==> src/rtl/reg_bank_arbiter.sv <==
// reg_bank_arbiter: two-requester round-robin arbiter in front of a single-port
// register bank. One transaction is in flight at a time: accept, strobe the
// bank, wait out the read latency, then return a one-cycle response to the owner.
// Optional feature: define ARB_LOCK_EN to add req0_lock/req1_lock, which let an
// owner keep exclusive grant until it issues a lock=0 request.
module reg_bank_arbiter #(
  parameter int ADDR_W   = 8,
  parameter int DATA_W   = 8,
  parameter int NUM_REGS = 16,
  parameter int RD_LAT   = 1
) (
  input  logic              clk,
  input  logic              rst,
  input  logic              req0_valid,
  input  logic              req0_we,
  input  logic [ADDR_W-1:0] req0_addr,
  input  logic [DATA_W-1:0] req0_wdata,
  output logic              req0_ready,
  output logic              req0_rsp_valid,
  output logic              req0_rsp_err,
  output logic [DATA_W-1:0] req0_rdata,
  input  logic              req1_valid,
  input  logic              req1_we,
  input  logic [ADDR_W-1:0] req1_addr,
  input  logic [DATA_W-1:0] req1_wdata,
  output logic              req1_ready,
  output logic              req1_rsp_valid,
  output logic              req1_rsp_err,
  output logic [DATA_W-1:0] req1_rdata,
`ifdef ARB_LOCK_EN
  input  logic              req0_lock,
  input  logic              req1_lock,
`endif
  output logic              bank_en,
  output logic              bank_we,
  output logic [ADDR_W-1:0] bank_addr,
  output logic [DATA_W-1:0] bank_wdata,
  input  logic [DATA_W-1:0] bank_rdata
);

  localparam logic [1:0] S_IDLE  = 2'd0;
  localparam logic [1:0] S_ISSUE = 2'd1;
  localparam logic [1:0] S_WAIT  = 2'd2;
  localparam logic [1:0] S_RESP  = 2'd3;

  localparam int CNT_W = (RD_LAT > 1) ? $clog2(RD_LAT) : 1;
  localparam logic [CNT_W-1:0]  WAIT_LAST    = CNT_W'(RD_LAT - 1);
  // One extra bit so NUM_REGS == 2**ADDR_W is still representable.
  localparam logic [ADDR_W:0]   NUM_REGS_EXT = (ADDR_W + 1)'(NUM_REGS);

  logic [1:0]        state_q, state_d;
  logic              rr_ptr_q, rr_ptr_d;
  logic              owner_q, owner_d;
  logic              we_q, we_d;
  logic [ADDR_W-1:0] addr_q, addr_d;
  logic [DATA_W-1:0] wdata_q, wdata_d;
  logic              err_q, err_d;
  logic [DATA_W-1:0] rdata_q, rdata_d;
  logic [CNT_W-1:0]  cnt_q, cnt_d;
  logic              lock_req_q, lock_req_d;
  logic              lock_active_q, lock_active_d;

  logic winner;
  logic in_range;
  logic issue_hit;
  logic resp0, resp1;
  logic win_lock;

`ifdef ARB_LOCK_EN
  assign win_lock = winner ? req1_lock : req0_lock;
`else
  assign win_lock = 1'b0;
`endif

  // Winner selection: rr_ptr breaks ties; while locked, rr_ptr holds the owner
  // and is the only candidate.
  always_comb begin
    if ((req0_valid && req1_valid) || lock_active_q) winner = rr_ptr_q;
    else if (req1_valid)                             winner = 1'b1;
    else                                             winner = 1'b0;
  end

  assign req0_ready = !rst && (state_q == S_IDLE) && req0_valid && !winner;
  assign req1_ready = !rst && (state_q == S_IDLE) && req1_valid &&  winner;

  assign in_range  = {1'b0, addr_q} < NUM_REGS_EXT;
  assign issue_hit = (state_q == S_ISSUE) && in_range;

  assign bank_en    = issue_hit;
  assign bank_we    = issue_hit && we_q;
  assign bank_addr  = issue_hit ? addr_q  : '0;
  assign bank_wdata = issue_hit ? wdata_q : '0;

  assign resp0 = (state_q == S_RESP) && !owner_q;
  assign resp1 = (state_q == S_RESP) &&  owner_q;

  assign req0_rsp_valid = resp0;
  assign req0_rsp_err   = resp0 && err_q;
  assign req0_rdata     = resp0 ? rdata_q : '0;
  assign req1_rsp_valid = resp1;
  assign req1_rsp_err   = resp1 && err_q;
  assign req1_rdata     = resp1 ? rdata_q : '0;

  // Transaction FSM and request latch: next-state values.
  always_comb begin
    // NOTE: every signal gets a hold default first so no path infers a latch.
    state_d       = state_q;
    rr_ptr_d      = rr_ptr_q;
    owner_d       = owner_q;
    we_d          = we_q;
    addr_d        = addr_q;
    wdata_d       = wdata_q;
    err_d         = err_q;
    rdata_d       = rdata_q;
    cnt_d         = cnt_q;
    lock_req_d    = lock_req_q;
    lock_active_d = lock_active_q;
    case (state_q)
      S_IDLE: begin
        if (req0_ready || req1_ready) begin
          owner_d    = winner;
          we_d       = winner ? req1_we    : req0_we;
          addr_d     = winner ? req1_addr  : req0_addr;
          wdata_d    = winner ? req1_wdata : req0_wdata;
          lock_req_d = win_lock;
          err_d      = 1'b0;
          rdata_d    = '0;
          state_d    = S_ISSUE;
        end
      end
      S_ISSUE: begin
        if (!in_range) begin
          err_d   = 1'b1;
          state_d = S_RESP;
        end else if (we_q) begin
          state_d = S_RESP;
        end else begin
          cnt_d   = WAIT_LAST;
          state_d = S_WAIT;
        end
      end
      S_WAIT: begin
        if (cnt_q == '0) begin
          rdata_d = bank_rdata;
          state_d = S_RESP;
        end else begin
          cnt_d = cnt_q - CNT_W'(1);
        end
      end
      S_RESP: begin
        lock_active_d = lock_req_q;
        rr_ptr_d      = lock_req_q ? owner_q : !owner_q;
        state_d       = S_IDLE;
      end
      default: state_d = S_IDLE;
    endcase
  end

  // State registers; reset drops any in-flight transaction and clears the lock.
  always_ff @(posedge clk or posedge rst) begin
    if (rst) begin
      state_q       <= S_IDLE;
      rr_ptr_q      <= 1'b0;
      owner_q       <= 1'b0;
      we_q          <= 1'b0;
      addr_q        <= '0;
      wdata_q       <= '0;
      err_q         <= 1'b0;
      rdata_q       <= '0;
      cnt_q         <= '0;
      lock_req_q    <= 1'b0;
      lock_active_q <= 1'b0;
    end else begin
      // NOTE: non-blocking assignments so all flops update from the same pre-edge values.
      state_q       <= state_d;
      rr_ptr_q      <= rr_ptr_d;
      owner_q       <= owner_d;
      we_q          <= we_d;
      addr_q        <= addr_d;
      wdata_q       <= wdata_d;
      err_q         <= err_d;
      rdata_q       <= rdata_d;
      cnt_q         <= cnt_d;
      lock_req_q    <= lock_req_d;
      lock_active_q <= lock_active_d;
    end
  end

endmodule

==> config.mk <==
export PLATFORM = sky130hd
export DESIGN_NAME = reg_bank_arbiter
export DESIGN_NICKNAME = d
export VERILOG_FILES = /design/src/rtl/reg_bank_arbiter.sv
export SDC_FILE = /design/constraint.sdc
export NUM_CORES = 1
export LEC_CHECK = 0
export CAP_MARGIN = 10
export CORE_ASPECT_RATIO = 0.75
export CORE_MARGIN = 2
export CORE_UTILIZATION = 37
export CTS_BUF_LIST = sky130_fd_sc_hd__clkbuf_2 sky130_fd_sc_hd__clkbuf_4 sky130_fd_sc_hd__clkbuf_8
export DETAILED_ROUTE_END_ITERATION = 7
export GPL_TIMING_DRIVEN = 0
export PLACE_DENSITY = 0.75
export RECOVER_POWER = 50
export SLEW_MARGIN = 0
export SYNTH_ARGS = -nofsm -noshare
export SYNTH_HDL_FRONTEND = slang
export SYNTH_SLANG_ARGS = --single-unit
==> constraint.sdc <==
create_clock -name clk -period 1.55 [get_ports clk]
set_input_delay 0.31 -clock clk [delete_from_list [all_inputs] [get_ports clk]]
set_output_delay 0.31 -clock clk [all_outputs]
set_load 0.02 [all_outputs]
==> flow_metrics.tcl <==
set metrics [dict create \
    outcome "finished, violations left" \
    violations "setup timing" \
    dieHeight_um 62.8 \
    cts_hold_repair.buffers 0 \
    synth_warnings 0 \
    syn2layout_area_growth_pct 96.5 \
    vias 1790 \
    critPathSlowestCell "dfrtp_1" \
    post-route-drc-count 0 \
    fmax_mhz 516 \
    cp-end-kind "output port" \
    rsz0062_at_grt "yes" \
    fin_setup_tns_ns -12.47 \
    rows 21 \
    clock_sinks 30 \
    worstMarginPinSlew_ns 0.583 \
    hold_slack_ns 0.464 \
    grt_pass1_wl_mm 8.56 \
    max-slew-margin-rel_pct 61.1 \
    synthFlopType "dfrtp_1" \
    ant_nets 0 \
    multi_input_area_um2 1130 \
    clk_path_buf_depth 2 \
    arrival_ns 1.63 \
    viasPerCell 5.16 \
    slew_violations 0 \
    fin_ws_ns -0.388 \
    grt_max_degree 31 \
    grt_pass1_vias 1764 \
    syn_area_um2 1700 \
    cts-root-buf "clkbuf_8" \
    netlist.area_leader.share_pct 44.1 \
    worstPathCellList "nor4_4 > buf_4 > and3_4 > buf_6" \
    drv_cap 0 \
    seq_area_frac_synth_pct 44.1 \
    power.leakage_nw 1.53 \
    dieArea_um2 5170 \
    synth-seq-cells 30 \
    routabilityCongestion 0.788 \
    cts_tree "done" \
    clock_skew_ns 0.0172 \
    antenna_found_initial 0 \
    die_w_um 82.3 \
    dpl.hpwl_mm 3.44 \
    critPathLaunchType "flop" \
    required_ns 1.24 \
    clk_latency_ns 0.31 \
    cts_made_buffers 5 \
    fin_nets 340 \
    finalCritPeriodShare_pct 125 \
    synth_top_area_cell "dfrtp_1" \
    seq_area_um2 753 \
    start_util_pct 38.3 \
    critPathMaxStageDelay_ns 0.41 \
    yosysUniqueCellTypes 29 \
    hold_path.class "in -> async" \
    io_pins 86 \
    antenna_cells 0 \
    fin_total_pwr_mw 5.32 \
    synthCells 172 \
    fill_cells 284 \
    crit_type "reg -> out" \
    pre_cts_slack_ns -0.783 \
    synth_edf_count 0 \
    powerDensity_nw_per_um2 1590 \
    syn_avg_cell_area_um2 9.90 \
    grt_use_total_pct 21.9 \
    routed_wl_mm 6.33 \
    h-tree-depth 2 \
    fin_util_pct 75.3 \
    synthArstFlopShare_pct 100 \
    drt_iter0_markers 155 \
    drt_first_pass_iters 4 \
    irDropWorstVdd_v 0.000696 \
    detail_route.wl_per_cell_um 18.2 \
    numPortBuffers 81 \
    hold_viol_final 0 \
    period_needed_ns 1.94 \
    drive_above_1_share_pct 54.8 \
    path_max_fanout 5 \
    finalSetupViolCount 64 \
    cts.clk_slew.worst_paths_ns 0.08 \
    netlist_top_cells_area "dfrtp_1 44%, mux2i_1 11%, and3_1 8.1%, a21oi_1 5.6%, and2_1 4.4%" \
    grt_overflow 0 \
    core-area_um2 4440 \
]
## cell usage in the layout, fill, tap and decap left out, types with 8 or more instances in the layout
cell type / synthesis / final
buf_6: 1 / 47
clkdlybuf4s50_1: 0 / 42
dfrtp_1: 30 / 28
and3_4: 0 / 19
mux2i_1: 18 / 18
buf_4: 6 / 17
a21oi_2: 1 / 15
and2_4: 0 / 11
nor2_1: 19 / 10
nor2_2: 1 / 8
a22o_1: 8 / 8
## per-layer routing
layer | vias up | global-route usage (%) | share of wire [%]
met5 | - | 0 | 0
met1 | 887 | 27.6 | 42
li1 | 825 | - | -
met2 | 68 | 37.2 | 50
met4 | 0 | 7.71 | 1.9
met3 | 10 | 3.76 | 5.8
## flip-flops by register name, summed over array words and instances, names as in the netlist
name	cells
addr_q	8
rdata_q	8
wdata_q	8
state_q	2
err_q	1
owner_q	1
rr_ptr_q	1
we_q	1
## report_power, final
group | internal (mW) | total (mW) | switching (mW)
logic | 1.63 | 3.08 | 1.45
clock network | 0.375 | 0.700 | 0.324
registers | 1.17 | 1.54 | 0.367
## synthesized netlist by cell type, types with 2 or more instances
library cell,instances
and2_1,12
clkbuf_1,5
mux2i_1,18
dfrtp_1,30
ha_1,5
nor2_1,19
buf_4,6
and3_1,22
a22o_1,8
inv_1,6
buf_2,2
o21ai_0,3
a21oi_1,19
o21ai_2,2
## stage by stage
stage	instances	area (um2)
after detailed placement	313	2600
after CTS	336	3050
after global routing	347	3350
final	347	3350
after floorplan	175	1720
after global placement	313	2600
## logic make-up after synthesis
logic type,count (synthesis),synth area share (%)
fa+ha+maj,5,3.67
mux,19,11.2
flops,30,44.1
buf+inv,22,7.42
simple gates,59,19.9
compound gates,36,13.4
other cells,1,0.220
## final timing paths
check	from	end	slack, ns	cells past startpoint
min in group clk	wdata_q[7]	wdata_q[7]	0.52	2
setup / recovery	addr_q[4]	bank_we	-0.39	4
hold reg to reg	wdata_q[7]	wdata_q[7]	0.52	2
max in group asynchronous	rst	state_q[1]	0.18	3
hold / removal	rst	rdata_q[5]	0.46	2
setup reg to reg	state_q[1]	addr_q[4]	-0.19	10
## timing repair
item	4_1_cts	5_1_grt
gates cloned	5	2
buffers inserted	11	8
resized for setup	267	61
pin swaps	17	13
endpoints found under the setup margin	63	64
## area by class of cell
type                            instances  share of cell area [%]
Multi-Input combinational cell        124                    33.9
Timing Repair Buffer                  107                    33.2
Sequential cell                        30                    22.5
Buffer                                 14                    4.60
Clock buffer                            7                    2.69
Tap cell                               57                    2.13
Inverter                                7                   0.785
Clock inverter                          1                   0.150
## worst max-delay path, delay by kind of cell (launching register included)
family,cells,cell delay [ns]
buf+inv,2,0.33
flops,1,0.41
simple gates,2,0.58
Note: power is estimated with default switching activity, not from simulation.
